==> src/rtl/seq_mul_core.sv <==
// Sequential unsigned multiplier with valid/ready handshakes on both sides.
// ALGO selects repeated addition (b cycles) or shift-add (WIDTH_B cycles) at elaboration.
module seq_mul_core #(
  parameter int unsigned WIDTH_A = 3,
  parameter int unsigned WIDTH_B = 3,
  parameter int unsigned ALGO    = 0
) (
  input  logic                         clk,
  input  logic                         rst,
  input  logic                         in_valid,
  output logic                         in_ready,
  input  logic [WIDTH_A-1:0]           a,
  input  logic [WIDTH_B-1:0]           b,
  output logic                         out_valid,
  input  logic                         out_ready,
  output logic [WIDTH_A+WIDTH_B-1:0]   product,
  output logic                         busy
);

  localparam int unsigned PW   = WIDTH_A + WIDTH_B;
  localparam int unsigned IDXW = (WIDTH_B > 1) ? $clog2(WIDTH_B) : 1;

  typedef enum logic [1:0] {
    IDLE = 2'd0,
    RUN  = 2'd1,
    DONE = 2'd2
  } state_t;

  state_t              state;
  state_t              state_next;
  logic [WIDTH_A-1:0]  a_reg;
  logic [WIDTH_B-1:0]  b_reg;
  logic [WIDTH_B-1:0]  cnt;
  logic [IDXW-1:0]     idx;
  logic                last_step_c;
  logic                zero_op_c;

  assign zero_op_c = (a == '0) || (b == '0);

  // Final iteration of the RUN phase for the selected algorithm
  always_comb begin
    last_step_c = 1'b0;
    if (ALGO == 0) begin
      last_step_c = (cnt == WIDTH_B'(1));
    end else begin
      last_step_c = (idx == IDXW'(WIDTH_B - 1));
    end
  end

  always_comb begin
    state_next = state;
    case (state)
      IDLE: begin
        if (in_valid) begin
          state_next = zero_op_c ? DONE : RUN;
        end
      end
      RUN: begin
        if (last_step_c) begin
          state_next = DONE;
        end
      end
      DONE: begin
        if (out_ready) begin
          state_next = IDLE;
        end
      end
      default: state_next = IDLE;
    endcase
  end

  // State register; handshake/status outputs are registered from the next state
  always_ff @(posedge clk) begin
    if (rst) begin
      state     <= IDLE;
      in_ready  <= 1'b1;
      out_valid <= 1'b0;
      busy      <= 1'b0;
    end else begin
      state     <= state_next;
      in_ready  <= (state_next == IDLE);
      out_valid <= (state_next == DONE);
      busy      <= (state_next != IDLE);
    end
  end

  // Operand capture and accumulation; product holds through DONE and the following IDLE
  always_ff @(posedge clk) begin
    if (rst) begin
      a_reg   <= '0;
      b_reg   <= '0;
      cnt     <= '0;
      idx     <= '0;
      product <= '0;
    end else begin
      case (state)
        IDLE: begin
          if (in_valid) begin
            a_reg   <= a;
            b_reg   <= b;
            cnt     <= b;
            idx     <= '0;
            product <= '0;
          end
        end
        RUN: begin
          if (ALGO == 0) begin
            product <= product + PW'(a_reg);
            cnt     <= cnt - WIDTH_B'(1);
          end else begin
            if (b_reg[idx]) begin
              product <= product + (PW'(a_reg) << idx);
            end
            idx <= idx + IDXW'(1);
          end
        end
        default: begin
        end
      endcase
    end
  end

endmodule
==> config.mk <==
export PLATFORM = sky130hd
export DESIGN_NAME = seq_mul_core
export DESIGN_NICKNAME = d
export VERILOG_FILES = /design/src/rtl/seq_mul_core.sv
export SDC_FILE = /design/constraint.sdc
export NUM_CORES = 1
export LEC_CHECK = 0
export ABC_AREA = 1
export CAP_MARGIN = 20
export CELL_PAD_IN_SITES_DETAIL_PLACEMENT = 1
export CELL_PAD_IN_SITES_GLOBAL_PLACEMENT = 2
export CORE_MARGIN = 5
export CORE_UTILIZATION = 27
export DETAILED_ROUTE_END_ITERATION = 6
export PLACE_DENSITY_LB_ADDON = 0.08
export SLEW_MARGIN = 20
export SYNTH_ARGS = -nofsm -noshare
export SYNTH_HDL_FRONTEND = slang
export SYNTH_SLANG_ARGS = --single-unit
==> constraint.sdc <==
create_clock -name clk -period 1.9 [get_ports clk]
set_clock_uncertainty 0.05 [all_clocks]
set_input_delay 0.475 -clock clk [delete_from_list [all_inputs] [get_ports clk]]
set_output_delay 0.475 -clock clk [all_outputs]
set_load 0.02 [all_outputs]
==> results of run 1 <==
area by class of cell:
cell class / count / area (sq um)
clock buffers: 4 / 26.3
fillers: 406 / 1950
inverters: 16 / 60.1
multi-input cells: 87 / 460
flip-flops and latches: 17 / 340
well taps: 44 / 55.1
repair buffers: 19 / 186
through the flow:
step | std cells | area, sq um
final | 187 | 1130
after global routing | 187 | 1130
after CTS | 187 | 1130
after detailed placement | 183 | 1100
after global placement | 183 | 1100
after floorplan | 121 | 875
final timing paths:
check	endpoint	slack, ns	cells past startpoint
min	product[0]	0.44	2
max	product[3]	0.08	1
max reg2reg	product[4]	0.42	6
min reg2reg	product[0]	0.44	2
power by group:
| part | internal, mW | total [mW] | switching, mW |
|---|---|---|---|
| Combinational | 0.0852 | 0.195 | 0.110 |
| Sequential | 0.385 | 0.409 | 0.0235 |
| Clock | 0.0813 | 0.190 | 0.109 |
| Total | 0.552 | 0.794 | 0.242 |
logic make-up after synthesis:
group,after synthesis,synth area share (%)
xor+xnor,1,1.00
simple gates,63,31.0
flops,17,38.9
compound gates,17,11.2
fa+ha+maj,6,9.44
buf+inv,17,8.44
routing by layer:
| metal | up-vias | GRT usage (%) | part of all wire [%] | wire length (microns) |
|---|---|---|---|---|
| met5 | - | 0 | 0 | 0 |
| met2 | 13 | 19.4 | 48 | 1000 |
| met4 | 0 | 3.80 | 1.0 | 21 |
| li1 | 421 | - | - | - |
| met3 | 2 | 2.19 | 3.8 | 80 |
| met1 | 381 | 13.5 | 47 | 995 |
cells in the final DEF (no fill, tap or decap):
cell type        Yosys  routed
dlygate4sd2_1        0       1
xnor2_1              1       1
dfxtp_1             17      17
inv_2                1       1
a21oi_1              8       8
a21boi_0             1       1
clkbuf_1             0       1
nand3_1              8       8
nor2_4               3       3
nor2_1              17      17
a22oi_1              1       1
fa_1                 1       1
ha_1                 5       5
o21ai_0              4       4
buf_4                0       1
nand2_1             34      34
inv_1               15      15
o211ai_1             2       2
clkdlybuf4s50_1      0      17
clkbuf_4             0       3
o21bai_1             1       1
nand2_2              1       1
what timing repair did:
item | in CTS | in global routing
endpoints found under the setup margin | 1 | 0
gates resized for setup | 1 | 0
setup buffers | 0 | 0
hold endpoints to repair | 0 | 0
==> out/results.ini, run 1 <==
[clock_tree]
cts_buffer_depth = 2
htreeDepth = 1
cts-root-buf = clkbuf_4
cts_buffers = 3
cts_tree = built
cts_sinks = 17
hold_buffers = 0
clock_latency_ns = 0.28
clkTransAtPathRegs_ns = 0.10

[sta]
rsz0062_at_grt = false
maxSlewViolCount = 0
fin_setup_tns_ns = 0
hold_violations = 0
min_period_ns = 1.82
worst_slack_ns = 0.0799
worst_pin_slew_ns = 0.345
fin_crit_sh_pct = 95.8
finalSetupViolations = 0
worst_hold_slack_ns = 0.441
timing.fmax_mhz = 549
max_slew_margin_pct = 77.0

[finish]
largest_reg_flops = 6
post-route-util_pct = 36.7
drive_gt1_share_pct = 6.29
nets = 160
antenna_cells = 0
area_growth_pct = 29.0

[global_routing]
globalRouteTotalUtil_pct = 11.1
grt-ovfl-total = 0
grt_pass1_vias = 860
grt_pass1_wl_microns = 3780
grt_max_degree = 12
antenna_found_initial = 0

[setup_path]
worst-path-buf-inv = 1
reg2reg_from = product[0]
cp-start-kind = flop
crit_chain = clkdlybuf4s50_1
crit_type = reg -> out
startpoint = product[3]
end_kind = output port
max_stage_delay_ns = 0.62
crit_family = buffers and inverters
cp_data_arrival_time_ns = 1.30
crit_fanout = 4
required_ns = 1.37
cp_slowest_cell = clkdlybuf4s50_1

[die]
fp.dieH_microns = 66.9
io_pins = 19
die_x_microns = 66.9
core-area_sq_um = 3080
start_util_pct = 28.4
die_area_sq_um = 4480
std_cell_rows = 20

[placed_design]
pre_cts_ws_ns = 0.101
port_buffers = 18
dp.final_hpwl_microns = 1730
place.gp.congestion = 0.710

[hold_path]
worstHoldStart = product[0]
min_path_type = reg -> reg

[job]
drv_cap = 0

[route]
via_per_inst = 4.37
drc = 0
drt_wl_total_microns = 2100
ant_nets = 0
vias = 817
firstDrtPassIters = 4
wl_per_cell_microns = 11.2
drtIter0Drc = 30

[synth]
synthTopCellsByArea = dfxtp_1 (39%), nand2_1 (15%), nor2_1 (7.3%)
syn_inst = 121
synth-seq-area-share_pct = 38.9
synth_commonest_cells = nand2_1 (34), dfxtp_1 (17), nor2_1 (17)
ys_async_sr_fraction_pct = 0
yosysTopAreaCell = dfxtp_1
synth_edf_count = 0
ys.flop_type = dfxtp_1
netlist_area_sq_um = 875
ys_warn_count = 0
ys_ff_latch = 17
avgSynthCellArea_sq_um = 7.23
ys_types = 18
netlist.area_leader.share_pct = 38.9
synth_most_common_cell = nand2_1
synth_nets = 137

[pwr]
powerDensity_nw_per_um2 = 703
peakVddDrop_mv = 0.222
fin_total_pwr_mw = 0.794
power.leakage_nw = 0.510

[status]
outcome = finished, final reports clean

Note: power is estimated with default switching activity, not from simulation.
==> inputs of run 2 (changes only) <==
- MAX_ROUTING_LAYER: default -> met4
==> run 2 against run 1 <==
  * Combinational power about the same
  * Flip-flop and latch count unchanged
  * Clock-buffer cell count unchanged
  * Sequential power barely moved
  * Worst setup slack is essentially flat
  * Global-route usage increased by 0.29 points
  * Die area unchanged
  * Highest routed layer unchanged
  * Critical path type unchanged
  * Routed wire length stayed put
==> out/results.ini, run 2 (synthesis results as in run 1) <==
[finish]
area_growth_pct = 29.0  ; unchanged
nets = 160  ; unchanged
final_common_cell = nand2_1
post-route-util_pct = 36.7  ; unchanged
drive_gt1_share_pct = 6.29  ; unchanged
most-common-layout-cells = nand2_1 (34), nor2_1 (17), dfxtp_1 (17), clkdlybuf4s50_1 (17), inv_1 (15)
largest_reg_flops = 6  ; unchanged
antenna_cells = 0  ; unchanged
fillCellCount = 406  ; unchanged

[route]
ant_nets = 0  ; unchanged
drt_wl_total_microns = 2100  ; unchanged
drtIter0Drc = 34  ; +13%
vias = 817  ; unchanged
drc = 0  ; unchanged
wl_per_cell_microns = 11.2  ; unchanged
firstDrtPassIters = 4  ; unchanged
via_per_inst = 4.37  ; unchanged

[sta]
fin_setup_tns_ns = 0  ; unchanged
worst_pin_slew_ns = 0.345  ; +0.000145 ns
hold_violations = 0  ; unchanged
worst_slack_ns = 0.0800  ; +0.0000408 ns
timing.fmax_mhz = 549  ; about the same
rsz0062_at_grt = false
min_period_ns = 1.82  ; -0.0000408 ns
max_slew_margin_pct = 76.9  ; about the same
finalSetupViolations = 0  ; unchanged
maxSlewViolCount = 0  ; unchanged
fin_crit_sh_pct = 95.8  ; about the same

[status]
outcome = finished, final reports clean

[setup_path]
end_kind = output port
crit_chain = clkdlybuf4s50_1
worst-path-buf-inv = 1  ; unchanged
crit_type = reg -> out
cp-start-kind = flop
crit_family = buffers and inverters
cp_slowest_cell = clkdlybuf4s50_1
max_stage_delay_ns = 0.62  ; about the same
crit_fanout = 4  ; unchanged
cp_data_arrival_time_ns = 1.30  ; about the same
r2r_slack_ns = 0.42  ; about the same
required_ns = 1.37  ; about the same

[placed_design]
pre_cts_ws_ns = 0.101  ; unchanged
place.gp.congestion = 0.718  ; +1.1%
dp.final_hpwl_microns = 1730  ; unchanged
port_buffers = 18  ; unchanged

[pwr]
peakVddDrop_mv = 0.222  ; about the same
power.leakage_nw = 0.510  ; unchanged
fin_total_pwr_mw = 0.794  ; about the same
powerDensity_nw_per_um2 = 703  ; about the same

[die]
io_pins = 19  ; unchanged
fp.dieH_microns = 66.9  ; unchanged
die_x_microns = 66.9  ; unchanged
core-area_sq_um = 3080  ; unchanged
start_util_pct = 28.4  ; unchanged
std_cell_rows = 20  ; unchanged
die_area_sq_um = 4480  ; unchanged

[global_routing]
antenna_found_initial = 0  ; unchanged
grt_max_degree = 12  ; unchanged
grt_pass1_vias = 860  ; unchanged
grt-ovfl-total = 0  ; unchanged
grt_pass1_wl_microns = 3770  ; -0.19%
globalRouteTotalUtil_pct = 11.4  ; +0.29 points

[clock_tree]
cts_buffers = 3  ; unchanged
clock_latency_ns = 0.28  ; about the same
cts_tree = built
cts_sinks = 17  ; unchanged
cts-root-buf = clkbuf_4
hold_buffers = 0  ; unchanged
cts_buffer_depth = 2  ; unchanged
htreeDepth = 1  ; unchanged
clkTransAtPathRegs_ns = 0.10  ; about the same

[hold_path]
min_path_type = reg -> reg

[job]
drv_cap = 0  ; unchanged

## run 2: cell counts in the layout (fill, tap and decap cells not counted)
Identical to the previous run, type by type.
## run 2: worst reg2reg max path: stages, from the launching register on
cell	delay [ns]
dfxtp_1	0.34
ha_1	0.23
fa_1	0.41
nand2_1	0.11
a21oi_1	0.09
a21oi_1	0.12
nor2_1	0.05
## run 2: final timing paths
path                      to       start  cells past startpoint
hold reg to reg   product[0]  product[0]                      2
hold / removal    product[0]  product[0]                      2
setup / recovery  product[3]  product[3]                      1
setup reg to reg  product[4]  product[0]                      6
## run 2: cell type report
type / count / area [sq um] / share of cell area (%)
Tap cell: 44 / 55.1 / 4.88
Timing Repair Buffer: 19 / 186 / 16.5
Multi-Input combinational cell: 87 / 460 / 40.8
Inverter: 16 / 60.1 / 5.32
Clock buffer: 4 / 26.3 / 2.33
Sequential cell: 17 / 340 / 30.2
## run 2: layer usage
layer / vias to the layer above / wire length (microns) / share of wire (%) / global-route usage, %
li1: 421 / - / - / -
met1: 381 / 1000 / 48 / 13.6
met2: 13 / 1010 / 48 / 19.4
met3: 2 / 72 / 3.4 / 2.02
met4: 0 / 19 / 0.90 / 3.80
met5: - / 0 / 0 / -
## run 2: power breakdown
group          total (mW)  leakage, nW  internal (mW)  switching [mW]
combinational       0.195        0.356         0.0852           0.110
sequential          0.409        0.139          0.385          0.0235
clock               0.190       0.0150         0.0813           0.108
total               0.794        0.510          0.552           0.242
## run 2: metrics by stage
stage                     cells  hold WS, ns  cell area, sq um
after floorplan             121        0.409               875
after global placement      183        0.420              1100
after detailed placement    183        0.433              1100
after CTS                   187        0.448              1130
after global routing        187        0.478              1130
final                       187        0.441              1130
## run 2: timing repair
item                                    in CTS  in global routing
endpoints found under the hold margin        0                  0
buffers inserted                             0                  0
resized for setup                            1                  0
endpoints found under the setup margin       1                  0
